File: src/rtl/spi_flash_read_cache.sv
// Direct-mapped, read-only word cache in front of the mapped SPI flash word reader.
// Define SPI_FLASH_CACHE_STATS_EN to add the saturating hit_count/miss_count ports.
module spi_flash_read_cache #(
    parameter int LINES       = 16,
    parameter int REQ_TIMEOUT = 1023
) (
    input  logic        clk,
    input  logic        reset,
    input  logic        cpu_rstrb,
    input  logic [19:0] cpu_word_addr,
    output logic [31:0] cpu_rdata,
    output logic        cpu_rbusy,
    output logic        cpu_err,
    input  logic        flush,
    output logic        flash_rstrb,
    output logic [19:0] flash_word_address,
    input  logic [31:0] flash_rdata,
    input  logic        flash_rbusy
`ifdef SPI_FLASH_CACHE_STATS_EN
    ,
    output logic [31:0] hit_count,
    output logic [31:0] miss_count
`endif
);
    localparam int IDX_W = $clog2(LINES);
    localparam int TAG_W = 20 - IDX_W;
    localparam int CNT_W = $clog2(REQ_TIMEOUT + 1);

    typedef enum logic [1:0] {S_IDLE, S_REQ, S_WAIT} state_t;

    state_t             state_q, state_d;
    logic [31:0]        rdata_q, rdata_d;
    logic               rbusy_q, rbusy_d;
    logic               err_q, err_d;
    logic               frstrb_q, frstrb_d;
    logic [19:0]        faddr_q, faddr_d;
    logic [CNT_W-1:0]   cnt_q, cnt_d;
    logic               fill_ok_q, fill_ok_d;
    logic [LINES-1:0]   valid_q;
    logic [31:0]        data_mem [LINES];
    logic [TAG_W-1:0]   tag_mem  [LINES];

    logic [IDX_W-1:0]   lk_idx, fill_idx;
    logic               hit, fill, lookup_hit, lookup_miss;

    assign lk_idx   = cpu_word_addr[IDX_W-1:0];
    assign fill_idx = faddr_q[IDX_W-1:0];
    // A flush in the same cycle as a lookup forces a miss.
    assign hit = valid_q[lk_idx] && (tag_mem[lk_idx] == cpu_word_addr[19:IDX_W]) && !flush;
    assign lookup_hit  = (state_q == S_IDLE) && cpu_rstrb && hit;
    assign lookup_miss = (state_q == S_IDLE) && cpu_rstrb && !hit;

    always_comb begin
        state_d   = state_q;
        rdata_d   = rdata_q;
        rbusy_d   = rbusy_q;
        err_d     = 1'b0;
        frstrb_d  = frstrb_q;
        faddr_d   = faddr_q;
        cnt_d     = cnt_q;
        fill_ok_d = fill_ok_q;
        fill      = 1'b0;
        case (state_q)
            S_IDLE: begin
                if (lookup_hit) begin
                    rdata_d = data_mem[lk_idx];
                end else if (lookup_miss) begin
                    faddr_d   = cpu_word_addr;
                    frstrb_d  = 1'b1;
                    rbusy_d   = 1'b1;
                    cnt_d     = '0;
                    fill_ok_d = 1'b1;
                    state_d   = S_REQ;
                end
            end
            S_REQ: begin
                if (flush) fill_ok_d = 1'b0;
                if (flash_rbusy) begin
                    frstrb_d = 1'b0;
                    state_d  = S_WAIT;
                end else if (cnt_q == CNT_W'(REQ_TIMEOUT - 1)) begin
                    frstrb_d = 1'b0;
                    rdata_d  = 32'hFFFF_FFFF;
                    err_d    = 1'b1;
                    rbusy_d  = 1'b0;
                    state_d  = S_IDLE;
                end else begin
                    cnt_d = cnt_q + 1'b1;
                end
            end
            S_WAIT: begin
                if (flush) fill_ok_d = 1'b0;
                if (!flash_rbusy) begin
                    fill    = 1'b1;
                    rdata_d = flash_rdata;
                    rbusy_d = 1'b0;
                    state_d = S_IDLE;
                end
            end
            default: state_d = S_IDLE;
        endcase
    end

    always_ff @(posedge clk) begin
        if (reset) begin
            state_q   <= S_IDLE;
            rdata_q   <= '0;
            rbusy_q   <= 1'b0;
            err_q     <= 1'b0;
            frstrb_q  <= 1'b0;
            faddr_q   <= '0;
            cnt_q     <= '0;
            fill_ok_q <= 1'b0;
        end else begin
            state_q   <= state_d;
            rdata_q   <= rdata_d;
            rbusy_q   <= rbusy_d;
            err_q     <= err_d;
            frstrb_q  <= frstrb_d;
            faddr_q   <= faddr_d;
            cnt_q     <= cnt_d;
            fill_ok_q <= fill_ok_d;
        end
    end

    // A fill that raced with a flush still updates storage but stays invalid.
    always_ff @(posedge clk) begin
        if (reset || flush) begin
            valid_q <= '0;
        end else if (fill && fill_ok_q) begin
            valid_q[fill_idx] <= 1'b1;
        end
    end

    always_ff @(posedge clk) begin
        if (fill && !reset) begin
            data_mem[fill_idx] <= flash_rdata;
            tag_mem[fill_idx]  <= faddr_q[19:IDX_W];
        end
    end

`ifdef SPI_FLASH_CACHE_STATS_EN
    logic [31:0] hit_cnt_q, miss_cnt_q;

    always_ff @(posedge clk) begin
        if (reset) begin
            hit_cnt_q  <= '0;
            miss_cnt_q <= '0;
        end else begin
            if (lookup_hit && hit_cnt_q != 32'hFFFF_FFFF)   hit_cnt_q  <= hit_cnt_q + 1'b1;
            if (lookup_miss && miss_cnt_q != 32'hFFFF_FFFF) miss_cnt_q <= miss_cnt_q + 1'b1;
        end
    end

    assign hit_count  = hit_cnt_q;
    assign miss_count = miss_cnt_q;
`endif

    assign cpu_rdata          = rdata_q;
    assign cpu_rbusy          = rbusy_q;
    assign cpu_err            = err_q;
    assign flash_rstrb        = frstrb_q;
    assign flash_word_address = faddr_q;
endmodule

File: config.mk
export PLATFORM = sky130hd
export DESIGN_NAME = spi_flash_read_cache
export DESIGN_NICKNAME = d
export VERILOG_FILES = /design/src/rtl/spi_flash_read_cache.sv
export SDC_FILE = /design/constraint.sdc
export NUM_CORES = 1
export LEC_CHECK = 0
export ABC_CLOCK_PERIOD_IN_PS = 6400
export BUFFER_PORTS_ARGS = -buffer_cell sky130_fd_sc_hd__buf_4
export CAP_MARGIN = 40
export CORE_ASPECT_RATIO = 0.6
export CORE_MARGIN = 10
export CORE_UTILIZATION = 30
export CTS_CLUSTER_DIAMETER = 120
export DETAILED_ROUTE_END_ITERATION = 16
export PLACE_DENSITY = 0.54
export SLEW_MARGIN = 20
export SYNTH_ARGS = -nofsm -noshare
export SYNTH_HDL_FRONTEND = slang
export SYNTH_SLANG_ARGS = --single-unit
File: constraint.sdc
create_clock -name clk -period 6.4 [get_ports clk]
set_input_delay 1.28 -clock clk [delete_from_list [all_inputs] [get_ports clk]]
set_output_delay 1.28 -clock clk [all_outputs]
set_load 0.005 [all_outputs]
==> results.cfg, run 1 <==
[status]
outcome = finished clean

[yosys]
muxShareOfSynthArea = 0.1716
async_flop_share = 0
ys_warn_count = 0
synth_top_family_by_area = multiplexers
synth_cell_types = 60
synth_common_cells = edfxtp_1, mux4_2, nor2_1
avgSynthCellArea_sq_um = 19.82
yosys.area_share.simple = 0.03117
synthXorXnorAreaFrac = 0.004196
syn_area_sq_mm = 0.03339
synth_enable_flop_cells = 768
synth_top_area_share = 0.6906
syn_nets = 1747
yosysSeqAreaShare = 0.7410
synth.most_common_cell = edfxtp_1
synth_compound_area_frac = 0.03507
ys_ff_latch = 852
syn_inst = 1685
synth_top_area_cell = edfxtp_1
synth_fa_ha_area_frac = 0.001873
synth_area_leaders = edfxtp_1, mux4_2, dfxtp_1
ys.flop_type = edfxtp_1

[worst_setup_path]
worst_path_max_delay_cell = o32a_2
reg2reg_depth = 10
start_kind = input pin
crit_top_cell = mux2i_1
endpoint_kind = flip-flop
worstSetupPathType = input pin to flip-flop
cpPeakStageDelay_ps = 700
reg2reg_slack_ps = 2620
crit_arrival_ps = 5170
cp.required_ps = 6960
crit_path_max_fanout = 52
worstReg2RegStart = state_q[1]
reg2reg_to = cpu_rdata[11]
cp_cell_sequence = buf_6, clkinv_1, mux2i_1, mux2i_1, xor2_1, nor4_1, nand4_1, o32a_2, buf_4, a211o_1, a21oi_1

[power]
ir_drop_uv = 201.9
leakage_nw = 12.47
power.density_mw_per_mm2 = 301.2
total_power_mw = 11.80

[floorplanning]
rows = 94
start_util = 0.3034
io_pins = 112
die_x_microns = 450.7
core_area_sq_mm = 0.1101
die_h_microns = 278.4
die-area_sq_mm = 0.1255

[timing]
final.setup_skew_ps = 23.61
drv_slew = 0
setup_viol = 0
fin_ws_ps = 1790
tightest_slew_ps = 852.3
hold_ws_ps = 457.3
fin_crit_sh = 0.7203
period_minus_slack_ps = 4610
hold_violations = 0
relSlewSlack = 0.4318
fmax_ghz = 0.2169
rsz0062_at_grt = false
setup_tns_ps = 0

[clock_tree]
cts_resized = 0
htree_levels = 3
clock_path_buffers = 3
clkSinkCount = 852
ctsHoldBuffers = 0
cts_buffers = 86
cts_tree = done
clk_latency_ps = 640
clkSlewWorstSetupHoldPaths_ps = 60
ctsRootBufferMaster = clkbuf_16
post-cts-setup-buffers = 0

[grt]
grt_max_degree = 60
grt.total_usage = 0.1324
first_global_vias = 17640
overflow = 0
grt_pass1_wl_microns = 124600
antenna_found_initial = 9

[routing]
vias = 16900
drc = 0
routedWlPerCell_microns = 25.05
antenna_left = 0
drtIter0Drc = 1379
vias_per_cell = 4.973
drt_pass1_iterations = 5
wl_microns = 85160

[placed_design]
finalWeightedCongestion = 0.7422
io_buffers = 111
dp_hpwl_microns = 49330
post-place-ws_ps = 1181

[worst_hold_path]
holdPathEnd = cpu_rdata[14]
min_from = cpu_rdata[14]
hold_class = flip-flop to flip-flop
hold-path-cell-count = 2

[cells_and_area]
drive_above_1_share = 0.2874
fin_nets = 1902
nFillCells = 10190
fin_util = 0.3559
syn2layout_area_growth_pct = 17.31

[flow_run]
drv_cap = 0
[flip-flops by register name (all words and copies together), names as in the netlist, 2 cells and up]
name                cells
valid_q                16
tag_mem               256
cnt_q                  10
flash_word_address     20
state_q                 2
cpu_rdata              32
data_mem              512
[worst max-delay path: cells and delay by family]
family | cells | cell delay, ps
buffers and inverters | 3 | 1460
multiplexers | 2 | 440
XOR/XNOR | 1 | 230
AO/OA/AOI/OAI | 3 | 1110
AND/OR/NAND/NOR | 2 | 530
[cells by family after synthesis]
kind of cell | after synthesis
flip-flops | 852
AND/OR/NAND/NOR | 225
XOR/XNOR | 16
multiplexers | 299
AO/OA/AOI/OAI | 178
adder cells (fa/ha/maj) | 5
buffers and inverters | 110
[metrics by stage]
stage,std cells,area (sq um)
6_report,3399,39180
4_1_cts,3397,39150
3_5_place_dp,3239,36420
2_1_floorplan,1685,33390
3_3_place_gp,3226,36100
5_1_grt,3399,39180
[per-layer routing]
layer	up-vias	global-route usage	wire [microns]
met1	9074	0.1809	38070
met4	12	0.03066	1472
met5	-	0	76
met2	467	0.2170	41010
met3	119	0.02661	4533
li1	7230	-	-
[final cells by class]
type,instances,area (sq um),share of cell area
sequential,852,24740,0.6316
multi-input combinational,723,8287,0.2115
clock buffer,111,2349,0.05995
tap,1488,1862,0.04752
timing repair buffer,168,1521,0.03884
clock inverter,47,377.9,0.009645
inverter,9,33.78,0.0008623
antenna,1,2.502,0.00006388
[cell usage in the layout, fill, tap and decap left out, types with 4 or more instances in the layout]
master	n
nor3_1	4
a22oi_1	6
clkbuf_8	7
clkbuf_16	88
edfxtp_1	768
buf_4	151
nor2b_1	13
buf_16	9
a31oi_1	6
dfxtp_1	84
bufinv_16	5
xor2_1	11
o21ai_0	11
inv_1	7
nand3_1	8
o211ai_1	7
nor2_4	12
mux4_2	218
buf_12	5
clkinvlp_4	6
clkbuf_1	17
nand2b_1	4
and3_1	5
mux2i_1	72
nor3_2	4
clkinv_2	15
nand2_1	59
a211o_1	32
or2_2	4
xnor2_1	5
nor2_1	87
a21oi_1	83
clkinv_1	18
a32o_1	5
nand4_1	5
mux2_2	8
[worst max path at each step]
stage	from	slack, ps	cells after the start	endpoint
global placement	cpu_word_addr[1]	1200	11	cpu_rdata[0]
floorplan	reset	670	5	data_mem[3][0]
global route	cpu_word_addr[2]	1650	11	cpu_rdata[7]
finish	cpu_word_addr[2]	1790	11	cpu_rdata[7]
detailed placement	cpu_word_addr[2]	1180	11	cpu_rdata[28]
CTS	cpu_word_addr[2]	1860	11	cpu_rdata[28]
[power breakdown]
part           internal [mW]  leakage [nW]  total (mW)  switching [mW]
sequential              6.11          7.56        6.18          0.0684
clock                   2.79          1.32        4.88            2.08
combinational          0.321          3.59       0.747           0.426
Power figures use the tool's default switching activity.
==> run 2, diff against run 1 <==
- ABC_CLOCK_PERIOD_IN_PS: 6400 -> 3900
- PLACE_DENSITY: 0.54 -> 0.56
- clock period: 6.4 -> 3.9 ns (I/O delays scaled with it)
==> results.cfg, run 2 (synthesized netlist as in run 1, its figures left out) <==
[cells_and_area]
fin_util = 0.3608
multi_input_area_sq_mm = 0.008302
antennaDiodeCount = 0
final_cells = 3447
register_area_sq_mm = 0.02474
drive_above_1_share = 0.2981
final_common_cell = edfxtp_1
syn2layout_area_growth_pct = 18.94
design_area_sq_mm = 0.03972
nFillCells = 10150
largest_register_ffs = 512
final_cell_mix = edfxtp_1, mux4_2, buf_4
top_register = data_mem
fin_nets = 1952

[worst_setup_path]
worstReg2RegStart = tag_mem[3][3]
crit_arrival_ps = 4000
path_depth = 11
crit_path_max_fanout = 19
cp.required_ps = 4490
crit_end = cnt_q[0]
reg2reg_to = cnt_q[0]
cp_cell_sequence = clkbuf_8, mux4_2, mux2_2, and3b_1, o211ai_1, buf_4, nand2_1, nor4b_4, a21o_2, a21oi_1, a22o_1
endpoint_kind = flip-flop
cp-startpoint = cpu_word_addr[1]
worstSetupPathType = input pin to flip-flop
start_kind = input pin
worst-path-buf-inv = 2
reg2reg_slack_ps = 600
worst_path_max_delay_cell = mux4_2
reg2reg_depth = 8
cpPeakStageDelay_ps = 540
crit_family = compound AO/OA/AOI/OAI gates

[routing]
antenna_left = 0
wl_microns = 84230
vias_per_cell = 4.957
drtIter0Drc = 1514
drt_pass1_iterations = 5
routedWlPerCell_microns = 24.44
vias = 17090
drc = 0

[grt]
grt_pass1_wl_microns = 123800
grt.total_usage = 0.1317
antenna_found_initial = 3
grt_max_degree = 49
overflow = 0
first_global_vias = 17530

[clock_tree]
ctsHoldBuffers = 0
clkSinkCount = 852
cts_buffers = 83
clkSlewWorstSetupHoldPaths_ps = 60
clk_latency_ps = 650
htree_levels = 3
post-cts-setup-buffers = 0
ctsRootBufferMaster = clkbuf_16
cts_tree = done
cts_resized = 0
clock_path_buffers = 3

[floorplanning]
core_area_sq_mm = 0.1101
die-area_sq_mm = 0.1255
die_h_microns = 278.4
start_util = 0.3034
io_pins = 112
die_x_microns = 450.7
rows = 94

[power]
total_power_mw = 19.19
ir_drop_uv = 312.1
power.density_mw_per_mm2 = 483.3
leakage_nw = 12.70

[timing]
setup_tns_ps = 0
fmax_ghz = 0.2926
setup_viol = 0
final.setup_skew_ps = 25.15
fin_ws_ps = 481.9
rsz0062_at_grt = false
hold_violations = 0
hold_ws_ps = 409.3
drv_slew = 0
relSlewSlack = 0.5025
tightest_slew_ps = 746.2
period_minus_slack_ps = 3418
fin_crit_sh = 0.8764

[placed_design]
place_area_sq_mm = 0.03709
dp_hpwl_microns = 48400
io_buffers = 111
finalWeightedCongestion = 0.7710
post-place-ws_ps = -137.5
post-place-cells = 3292

[status]
outcome = finished clean

[flow_run]
drv_cap = 0

[worst_hold_path]
hold_class = input pin to flip-flop
[run 2: layout make-up]
type	instances	share of cell area
sequential	852	0.6230
multi-input combinational	723	0.2090
inverter	9	0.0008505
clock buffer	119	0.05752
timing repair buffer	221	0.05491
clock inverter	35	0.007875
tap	1488	0.04687
[run 2: worst reg2reg max path, stage by stage (launching register included)]
cell      delay (ps)
edfxtp_1         380
mux4_2           470
mux4_2           470
xor2_1           200
or4_4            550
nor4b_4          410
a21o_2           220
a21oi_1          200
a22o_1           320
[run 2: metal layers]
metal	up-vias	GRT usage	part of all wire
li1	7328	-	-
met1	9179	0.1838	0.45
met2	471	0.2127	0.48
met3	106	0.02758	0.055
met4	4	0.02545	0.016
met5	-	0	0.00037
[run 2: worst min path at each step]
stage / cells after the start / from / endpoint / slack, ps
6_report: 3 / cpu_word_addr[10] / flash_word_address[10] / 410
5_1_grt: 3 / cpu_word_addr[10] / flash_word_address[10] / 390
4_1_cts: 3 / cpu_word_addr[10] / flash_word_address[10] / 370
3_5_place_dp: 2 / cpu_rdata[31] / cpu_rdata[31] / 450
3_3_place_gp: 2 / valid_q[13] / valid_q[13] / 440
2_1_floorplan: 2 / valid_q[10] / valid_q[10] / 430
[run 2: power by group]
part	total, mW	internal, mW	switching [mW]
logic	1.31	0.591	0.714
registers	10.1	10.0	0.109
clock network	7.76	4.42	3.34
total	19.2	15.0	4.16
==> run 3, diff against run 2 <==
- CORE_UTILIZATION: 30 -> 25
- PLACE_DENSITY: 0.56 -> 0.5
- SETUP_SLACK_MARGIN: not set -> 0.05
==> results.cfg, run 3 (synthesized netlist as in run 1, its figures left out) <==
[routing]
drc = 0
routedWlPerCell_microns = 23.46
highest_layer = met5
antenna_left = 0
wl_microns = 88120
wl_met3_microns = 5614
drt_pass1_iterations = 5
m1WireLength_microns = 38800
vias = 17040
vias_per_cell = 4.537
wl_met2_microns = 41820
drtIter0Drc = 1391

[floorplanning]
core_area_sq_mm = 0.1321
rows = 103
start_util = 0.2528
die_x_microns = 491.8
die-area_sq_mm = 0.1491
die_h_microns = 303.1
io_pins = 112

[cells_and_area]
syn2layout_area_growth_pct = 21.15
top_register = data_mem
final_cell_mix = edfxtp_1, mux4_2, buf_4
final_cells = 3756
design_area_sq_mm = 0.04046
final_common_cell = edfxtp_1
drive_above_1_share = 0.3115
fin_nets = 1955
largest_register_ffs = 512

[clock_tree]
cts_buffers = 87
clkSlewWorstSetupHoldPaths_ps = 60
post-cts-setup-buffers = 0
cts_tree = done
htree_levels = 3
ctsRootBufferMaster = clkbuf_16
clock_path_buffers = 3
clkSinkCount = 852
clk_latency_ps = 660
cts_resized = 0
ctsHoldBuffers = 0

[flow_run]
drv_cap = 0

[worst_setup_path]
crit_path_max_fanout = 17
worst_path_max_delay_cell = or4_4
crit_arrival_ps = 3940
start_kind = input pin
worstSetupPathType = input pin to flip-flop
cpPeakStageDelay_ps = 560
endpoint_kind = flip-flop
cp_cell_sequence = clkbuf_8, buf_4, mux4_2, mux4_2, xor2_1, or4_4, nor4b_4, a21o_2, a21oi_1, a32o_1
crit_top_cell = mux4_2
cp.required_ps = 4430

[timing]
tightest_slew_ps = 936.6
fmax_ghz = 0.2929
rsz0062_at_grt = false
hold_violations = 0
period_minus_slack_ps = 3414
drv_slew = 0
setup_viol = 0
hold_ws_ps = 403.8
final.setup_skew_ps = 22.81
fin_crit_sh = 0.8754
relSlewSlack = 0.3756

[power]
p_seq_frac = 0.505
leakage_nw = 12.89
switching_share = 0.2167
ir_drop_uv = 281.6
power_switching_mw = 4.347
combPwrFrac = 0.066
total_power_mw = 20.06
clock_power_share = 0.429
internal_power_mw = 15.71
power.density_mw_per_mm2 = 495.9

[grt]
overflow = 0
antenna_found_initial = 10
grt.total_usage = 0.1162
grt_max_degree = 129
grt_pass1_wl_microns = 128400
first_global_vias = 17910

[status]
outcome = finished clean

[placed_design]
post-place-cells = 3589
dp_hpwl_microns = 50460
finalWeightedCongestion = 0.7551
place_area_sq_mm = 0.03745
io_buffers = 111

[worst_hold_path]
hold_class = input pin to flip-flop
==> run 3: cell count changes in the layout (fill, tap and decap cells not counted), sizes merged <==
cell,previous run,this run
bufinv,5,11
inv,12,8
clkinv,25,37
clkinvlp,2,7
diode,0,3
clkbuf,120,111
buf,220,219
==> run 3: worst paths after layout <==
check | from | to | slack, ps | cells past startpoint
max | cpu_word_addr[1] | cnt_q[3] | 490 | 10
min | cpu_word_addr[7] | flash_word_address[7] | 400 | 3
min reg2reg | cpu_rdata[29] | cpu_rdata[29] | 460 | 2
max reg2reg | tag_mem[12][3] | cnt_q[3] | 530 | 8
==> run 3: metrics by stage <==
step / setup TNS [ps] / utilization / worst slack, ps
floorplan: -7633 / - / -49.68
global placement: -1041 / 0.2831 / -85.04
detailed placement: -1457 / 0.2835 / -162.2
CTS: 0 / 0.3062 / 531.6
global route: 0 / 0.3063 / 339.3
finish: 0 / 0.3063 / 485.9
==> run 3: cell type report <==
cell class | count | area [sq um]
flip-flops and latches | 852 | 24740
clock inverters | 54 | 604.3
fillers | 12750 | 91640
repair buffers | 220 | 2127
clock buffers | 110 | 2396
multi-input cells | 723 | 8312
diodes | 3 | 7.507
inverters | 9 | 33.78
well taps | 1785 | 2233
==> run 3: critical path, delay by kind of cell <==
kind	cells	cell delay, ps
mux	2	760
xor+xnor	1	180
buf+inv	2	460
simple gates	2	960
compound gates	3	790
==> run 3: metal layers <==
layer	track usage	vias to the layer above
li1	-	7358
met1	0.1564	9067
met2	0.1896	472
met3	0.02723	132
met4	0.02954	12
met5	0	-
==> run 3: power by group through the flow <==
stage	Sequential, mW	Clock [mW]	Combinational, mW
after detailed placement	10.3	0	1.34
final	10.1	8.61	1.32
after floorplan	10.3	0	0.741
after global placement	10.3	0	1.31
after CTS	10.1	8.86	1.34
after global routing	10.1	9.20	1.44
